===== src/rtl/uart_alu_pkg.sv =====
// Shared constants for the UART/ALU sequencer: FSM state codes and ALU opcodes.
package uart_alu_pkg;

  typedef logic [2:0] state_t;

  localparam state_t GET_A  = 3'd0;
  localparam state_t GET_B  = 3'd1;
  localparam state_t GET_OP = 3'd2;
  localparam state_t EXEC   = 3'd3;
  localparam state_t SEND   = 3'd4;

  localparam logic [5:0] ADD = 6'b100000;
  localparam logic [5:0] SUB = 6'b100010;
  localparam logic [5:0] AND = 6'b100100;
  localparam logic [5:0] OR  = 6'b100101;
  localparam logic [5:0] XOR = 6'b100110;
  localparam logic [5:0] SRA = 6'b000011;
  localparam logic [5:0] SRL = 6'b000010;
  localparam logic [5:0] NOR = 6'b100111;

endpackage


===== src/rtl/uart_alu_ctrl_if.sv =====
// Bundle of rx/tx FIFO strobes and ALU operand/result wires around the sequencer.
interface uart_alu_ctrl_if #(
  parameter int DBIT    = 8,
  parameter int OP_BITS = 6
);
  logic               rx_empty;
  logic [DBIT-1:0]    r_data;
  logic               rd_uart;
  logic               tx_full;
  logic               wr_uart;
  logic [DBIT-1:0]    w_data;
  logic [DBIT-1:0]    alu_a;
  logic [DBIT-1:0]    alu_b;
  logic [OP_BITS-1:0] alu_op;
  logic [DBIT-1:0]    alu_result;

  modport master (
    input  rx_empty, r_data, tx_full, alu_result,
    output rd_uart, wr_uart, w_data, alu_a, alu_b, alu_op
  );

  modport slave (
    output rx_empty, r_data, tx_full, alu_result,
    input  rd_uart, wr_uart, w_data, alu_a, alu_b, alu_op
  );
endinterface


===== src/rtl/uart_alu_timeout.sv =====
// Idle counter for partial frames: clears on clr, counts on en, ticks at TIMEOUT-1.
module uart_alu_timeout #(
  parameter int TIMEOUT  = 50000000,
  parameter int TMR_BITS = 26
) (
  input  logic clk,
  input  logic reset,
  input  logic clr,
  input  logic en,
  output logic tick
);
  logic [TMR_BITS-1:0] cnt;

  assign tick = en && (cnt == TMR_BITS'(TIMEOUT - 1));

  always_ff @(posedge clk) begin
    if (reset || clr || tick) cnt <= '0;
    else if (en)              cnt <= cnt + 1'b1;
  end
endmodule


===== src/rtl/uart_alu_ctrl.sv =====
// Pulls A, B, opcode from the rx FIFO, drives the ALU, pushes the result to tx.
// Optional partial-frame timeout: define UART_ALU_CTRL_TIMEOUT_EN.
module uart_alu_ctrl
  import uart_alu_pkg::*;
#(
  parameter int DBIT     = 8,
  parameter int OP_BITS  = 6,
  parameter int TIMEOUT  = 50000000,
  parameter int TMR_BITS = 26
) (
  input  logic            clk,
  input  logic            reset,
  uart_alu_ctrl_if.master bus,
  output logic            busy,
  output logic            frame_err
);

  if ($bits(bus.r_data) != DBIT || (64'(TIMEOUT) >= (64'd1 << TMR_BITS))) begin : g_bad_cfg
    $error("uart_alu_ctrl: bus width or TMR_BITS inconsistent with parameters");
  end

  state_t state, state_nx;
  logic   tmo;
  logic   in_frame;

  assign in_frame = (state == GET_B) || (state == GET_OP);

`ifdef UART_ALU_CTRL_TIMEOUT_EN
  logic tmr_en;
  // Counting only while starved mid-frame; any pop or other state clears it.
  assign tmr_en = in_frame && bus.rx_empty;

  uart_alu_timeout #(.TIMEOUT(TIMEOUT), .TMR_BITS(TMR_BITS)) u_tmo (
    .clk   (clk),
    .reset (reset),
    .clr   (!tmr_en),
    .en    (tmr_en),
    .tick  (tmo)
  );
`else
  assign tmo = 1'b0;
`endif

  always_ff @(posedge clk) begin
    if (reset) state <= GET_A;
    else       state <= state_nx;
  end

  always_comb begin
    state_nx = state;
    case (state)
      GET_A:  if (!bus.rx_empty) state_nx = GET_B;
      GET_B:  if (!bus.rx_empty) state_nx = GET_OP;
              else if (tmo)      state_nx = GET_A;
      GET_OP: if (!bus.rx_empty) state_nx = EXEC;
              else if (tmo)      state_nx = GET_A;
      EXEC:                      state_nx = SEND;
      SEND:   if (!bus.tx_full)  state_nx = GET_A;
      default:                   state_nx = GET_A;
    endcase
  end

  always_comb begin
    bus.rd_uart = !reset && (in_frame || state == GET_A) && !bus.rx_empty;
    bus.wr_uart = !reset && (state == SEND) && !bus.tx_full;
    busy        = (state != GET_A);
    frame_err   = !reset && tmo;
  end

  // Operands stay put after SEND so the ALU inputs remain observable.
  always_ff @(posedge clk) begin
    if (reset) begin
      bus.alu_a  <= '0;
      bus.alu_b  <= '0;
      bus.alu_op <= '0;
      bus.w_data <= '0;
    end else begin
      case (state)
        GET_A:  if (!bus.rx_empty) bus.alu_a  <= bus.r_data;
        GET_B:  if (!bus.rx_empty) bus.alu_b  <= bus.r_data;
        GET_OP: if (!bus.rx_empty) bus.alu_op <= bus.r_data[OP_BITS-1:0];
        EXEC:                      bus.w_data <= bus.alu_result;
        default: ;
      endcase
    end
  end

endmodule


===== src/flat_wrapper.sv =====
// flat-port wrapper written by rule: the top's interface ports become plain ports
module uart_alu_ctrl_flat import uart_alu_pkg::*;
#(
  parameter int DBIT     = 8,
  parameter int OP_BITS  = 6,
  parameter int TIMEOUT  = 50000000,
  parameter int TMR_BITS = 26
)
  (clk, reset, busy, frame_err, bus_rx_empty, bus_r_data, bus_tx_full, bus_alu_result, bus_rd_uart, bus_wr_uart, bus_w_data, bus_alu_a, bus_alu_b, bus_alu_op);
  uart_alu_ctrl_if #(.DBIT(DBIT), .OP_BITS(OP_BITS)) bus_i ();
  input  logic clk;
  input  logic reset;
  output logic busy;
  output logic frame_err;
  input wire logic [$bits(bus_i.rx_empty)-1:0] bus_rx_empty;
  input wire logic [$bits(bus_i.r_data)-1:0] bus_r_data;
  input wire logic [$bits(bus_i.tx_full)-1:0] bus_tx_full;
  input wire logic [$bits(bus_i.alu_result)-1:0] bus_alu_result;
  output wire logic [$bits(bus_i.rd_uart)-1:0] bus_rd_uart;
  output wire logic [$bits(bus_i.wr_uart)-1:0] bus_wr_uart;
  output wire logic [$bits(bus_i.w_data)-1:0] bus_w_data;
  output wire logic [$bits(bus_i.alu_a)-1:0] bus_alu_a;
  output wire logic [$bits(bus_i.alu_b)-1:0] bus_alu_b;
  output wire logic [$bits(bus_i.alu_op)-1:0] bus_alu_op;
  assign bus_i.rx_empty = bus_rx_empty;
  assign bus_i.r_data = bus_r_data;
  assign bus_i.tx_full = bus_tx_full;
  assign bus_i.alu_result = bus_alu_result;
  assign bus_rd_uart = bus_i.rd_uart;
  assign bus_wr_uart = bus_i.wr_uart;
  assign bus_w_data = bus_i.w_data;
  assign bus_alu_a = bus_i.alu_a;
  assign bus_alu_b = bus_i.alu_b;
  assign bus_alu_op = bus_i.alu_op;
  uart_alu_ctrl #(.DBIT(DBIT), .OP_BITS(OP_BITS), .TIMEOUT(TIMEOUT), .TMR_BITS(TMR_BITS)) u_core (.clk(clk), .reset(reset), .bus(bus_i), .busy(busy), .frame_err(frame_err));
endmodule

===== config.mk =====
export PLATFORM = sky130hd
export DESIGN_NAME = uart_alu_ctrl_flat
export DESIGN_NICKNAME = d
export VERILOG_FILES = /design/src/rtl/uart_alu_pkg.sv /design/src/rtl/uart_alu_ctrl_if.sv /design/src/rtl/uart_alu_timeout.sv /design/src/rtl/uart_alu_ctrl.sv /design/src/flat_wrapper.sv
export SDC_FILE = /design/constraint.sdc
export NUM_CORES = 1
export LEC_CHECK = 0
export CAP_MARGIN = 5
export CORE_UTILIZATION = 47
export CTS_BUF_LIST = sky130_fd_sc_hd__clkbuf_8 sky130_fd_sc_hd__clkbuf_16
export CTS_CLUSTER_SIZE = 16
export DETAILED_ROUTE_END_ITERATION = 6
export PLACE_DENSITY = 0.83
export SETUP_SLACK_MARGIN = 0.5
export SYNTH_ARGS = -nofsm -noshare
export SYNTH_HDL_FRONTEND = slang
export SYNTH_HIERARCHICAL = 1
export SYNTH_SLANG_ARGS = --single-unit

===== constraint.sdc =====
create_clock -name clk -period 3.39 [get_ports clk]
set_input_delay 0.5085 -clock clk [delete_from_list [all_inputs] [get_ports clk]]
set_output_delay 0.5085 -clock clk [all_outputs]
set_load 0.005 [all_outputs]

==> impl_metrics.tcl <==
set metrics [dict create \
    status "finished, final reports clean" \
    ctsHoldBuffers 0 \
    grt_pass1_wl_um 4950 \
    wirelength_um 2990 \
    cp_slowest_cell "clkdlybuf4s50_1" \
    cts_tree "built" \
    antenna_left 0 \
    layout-drive-gt1-share_pct 6.38 \
    netlist_area_um2 1500 \
    synthDistinctLibCells 23 \
    cts_buffers 5 \
    power.total_uw 821 \
    grt_overflow_total 0 \
    post_cts_buffers 0 \
    final-setup-viol-count 0 \
    synth_cells 141 \
    critPathCaptureType "output port" \
    power.density_nw_per_um2 391 \
    dr.pass1.iters 4 \
    gp_congestion 0.739 \
    crit_chain "clkdlybuf4s50_1, a2111oi_0, clkdlybuf4s50_1" \
    avgRoutedWirePerCell_um 12.9 \
    hold_viol_final 0 \
    netlist_top_cells_area "dfxtp_1 (44%), mux2i_1 (20%), nand2b_1 (20%)" \
    crit_arrival_ps 2080 \
    clockRootBuffer "clkbuf_8" \
    dp_hpwl_um 2110 \
    critPathLaunchType "input port" \
    dr_wl_met2_um 1370 \
    slowest_delay_ps 580 \
    grt_max_degree 48 \
    area_delta_synth_final_pct 39.5 \
    max_cap_viol_count 0 \
    fin_crit_sh_pct 76.5 \
    yosysTopAreaCell "dfxtp_1" \
    ys_warn_count 6 \
    met3_length_um 229 \
    start_util_pct 49.3 \
    htreeDepth 2 \
    synth_seq_area_share_pct 43.9 \
    clk_pin_slew_ps 70 \
    grt_use_total_pct 19.2 \
    nNetsFinal 208 \
    io_pins 54 \
    rsz0062_at_grt "false" \
    clock_sinks 33 \
    wl_met1_um 1360 \
    antenna_cells 0 \
    clock_path_buffers 2 \
    worst_clock_skew_ps 4.38 \
    period_needed_ps 2590 \
    peakVddDrop_v 0.000223 \
    highest_layer "met4" \
    crit_top_cell "clkdlybuf4s50_1" \
    p_leak_uw 0.000802 \
    port_buffers 52 \
    dieArea_um2 3430 \
    grt_pass1_vias 1124 \
    holdCritPathClass "reg2reg" \
    die_h_um 58.6 \
    finalMaxSlewViolations 0 \
    tns_ps 0 \
    route.detailed.drc 0 \
    via_count 1105 \
    max_freq_mhz 386 \
    avgViaCountPerCell 4.76 \
    yosys_register_bits 33 \
    cts_resized 0 \
    critPathKind "in2out" \
    first_iter_violations 24 \
    die_w_um 58.6 \
    synth_fp_nets 161 \
    syn-mean-instance-area_um2 10.7 \
    fillers 249 \
    antenna_found_initial 0 \
    clk_latency_ps 280 \
    fp-row-count 20 \
    core_um2 3050 \
    required_ps 2880 \
    path_max_fanout 9 \
    synth_top_area_share_pct 43.9 \
]
## power breakdown
part	internal (uW)	switching, uW	total, uW	leakage [uW]
sequential	403	13.5	417	0.000268
clock	158	133	291	0.0000485
combinational	75.1	38.4	114	0.000486
total	636	185	821	0.000802
## worst max-delay path: cells and delay by family
kind                   cells  cell delay, ps
AO/OA/AOI/OAI              1             430
buffers and inverters      2            1150
## per-stage QoR
step | setup slack, ps | util (%) | instances | area (um^2) | hold slack (ps)
6_report | 797 | 68.7 | 232 | 2100 | 471
2_1_floorplan | 1790 | - | 141 | 1500 | 465
3_3_place_gp | 809 | 65.9 | 225 | 2010 | 460
3_5_place_dp | 768 | 65.9 | 225 | 2010 | 464
5_1_grt | 678 | 68.7 | 232 | 2100 | 497
4_1_cts | 777 | 68.7 | 232 | 2100 | 475
## cells in the mapped netlist, drive strengths merged
library cell and n:
a2111oi 1, nor4bb 1, clkbuf 6, conb 1
or2 1, buf 7, or4 1, or3b 1
nand3b 1, a211oi 2, o21ba 1, and3b 1
mux2i 30, dfxtp 33, nor4 2, or3 1
nor4b 1, or4b 2, nand2b 48
## logic make-up (layout without fill, tap and decap cells)
logic type             after synthesis  after routing  synth area share, %
and+or+nand+nor                     60             60                 28.6
DFF                                 33             33                 43.9
muxes                               30             30                 20.0
buffers and inverters               13             60                 4.99
AOI/OAI and AO/OA                    4              4                 2.25
other                                1              1                0.249
## state kept, by name, summed over array words and instances (netlist names)
register,cells
u_core/bus.alu_b,8
u_core/bus.alu_op,6
u_core/bus.alu_a,8
u_core/bus.w_data,8
u_core/state,3
## layout by cell type (no fill, tap or decap)
| master | count |
|---|---|
| clkdlybuf4s50_1 | 52 |
| nand2b_1 | 48 |
| dfxtp_1 | 33 |
| mux2i_1 | 30 |
| clkbuf_8 | 6 |
| a211oi_1 | 2 |
| inv_1 | 1 |
| or3_1 | 1 |
| a2111oi_0 | 1 |
| nor4_1 | 1 |
| nor4b_4 | 1 |
| or3b_1 | 1 |
| nand3b_1 | 1 |
| or2_2 | 1 |
| and3b_1 | 1 |
| nor4bb_1 | 1 |
| o21ba_2 | 1 |
| nor4_4 | 1 |
| or4b_1 | 1 |
| or4_1 | 1 |
| or4b_4 | 1 |
| conb_1 | 1 |
| buf_4 | 1 |
## routing by layer
layer	up-vias	global-route usage, %
met3	3	5.93
met1	499	23.3
li1	557	-
met5	-	0
met2	46	31.4
met4	0	8.16
## cell type report
cell class | count | area (um^2) | area share [%]
Tap cell | 44 | 55.1 | 2.62
Sequential cell | 33 | 661 | 31.5
Multi-Input combinational cell | 95 | 768 | 36.6
Timing Repair Buffer | 53 | 528 | 25.2
Clock inverter | 1 | 3.75 | 0.179
Clock buffer | 6 | 82.6 | 3.94
## worst paths after layout
path	from	to	slack, ps	cells after the start
worst max-delay path	bus_rx_empty	bus_rd_uart	800	3
worst min-delay path	u_core/bus.alu_a[7]	u_core/bus.alu_a[7]	470	2
worst max register to register	u_core/state[0]	u_core/bus.alu_b[5]	1690	2
worst min register to register	u_core/bus.alu_a[7]	u_core/bus.alu_a[7]	470	2
(Power assumes the default switching activity.)
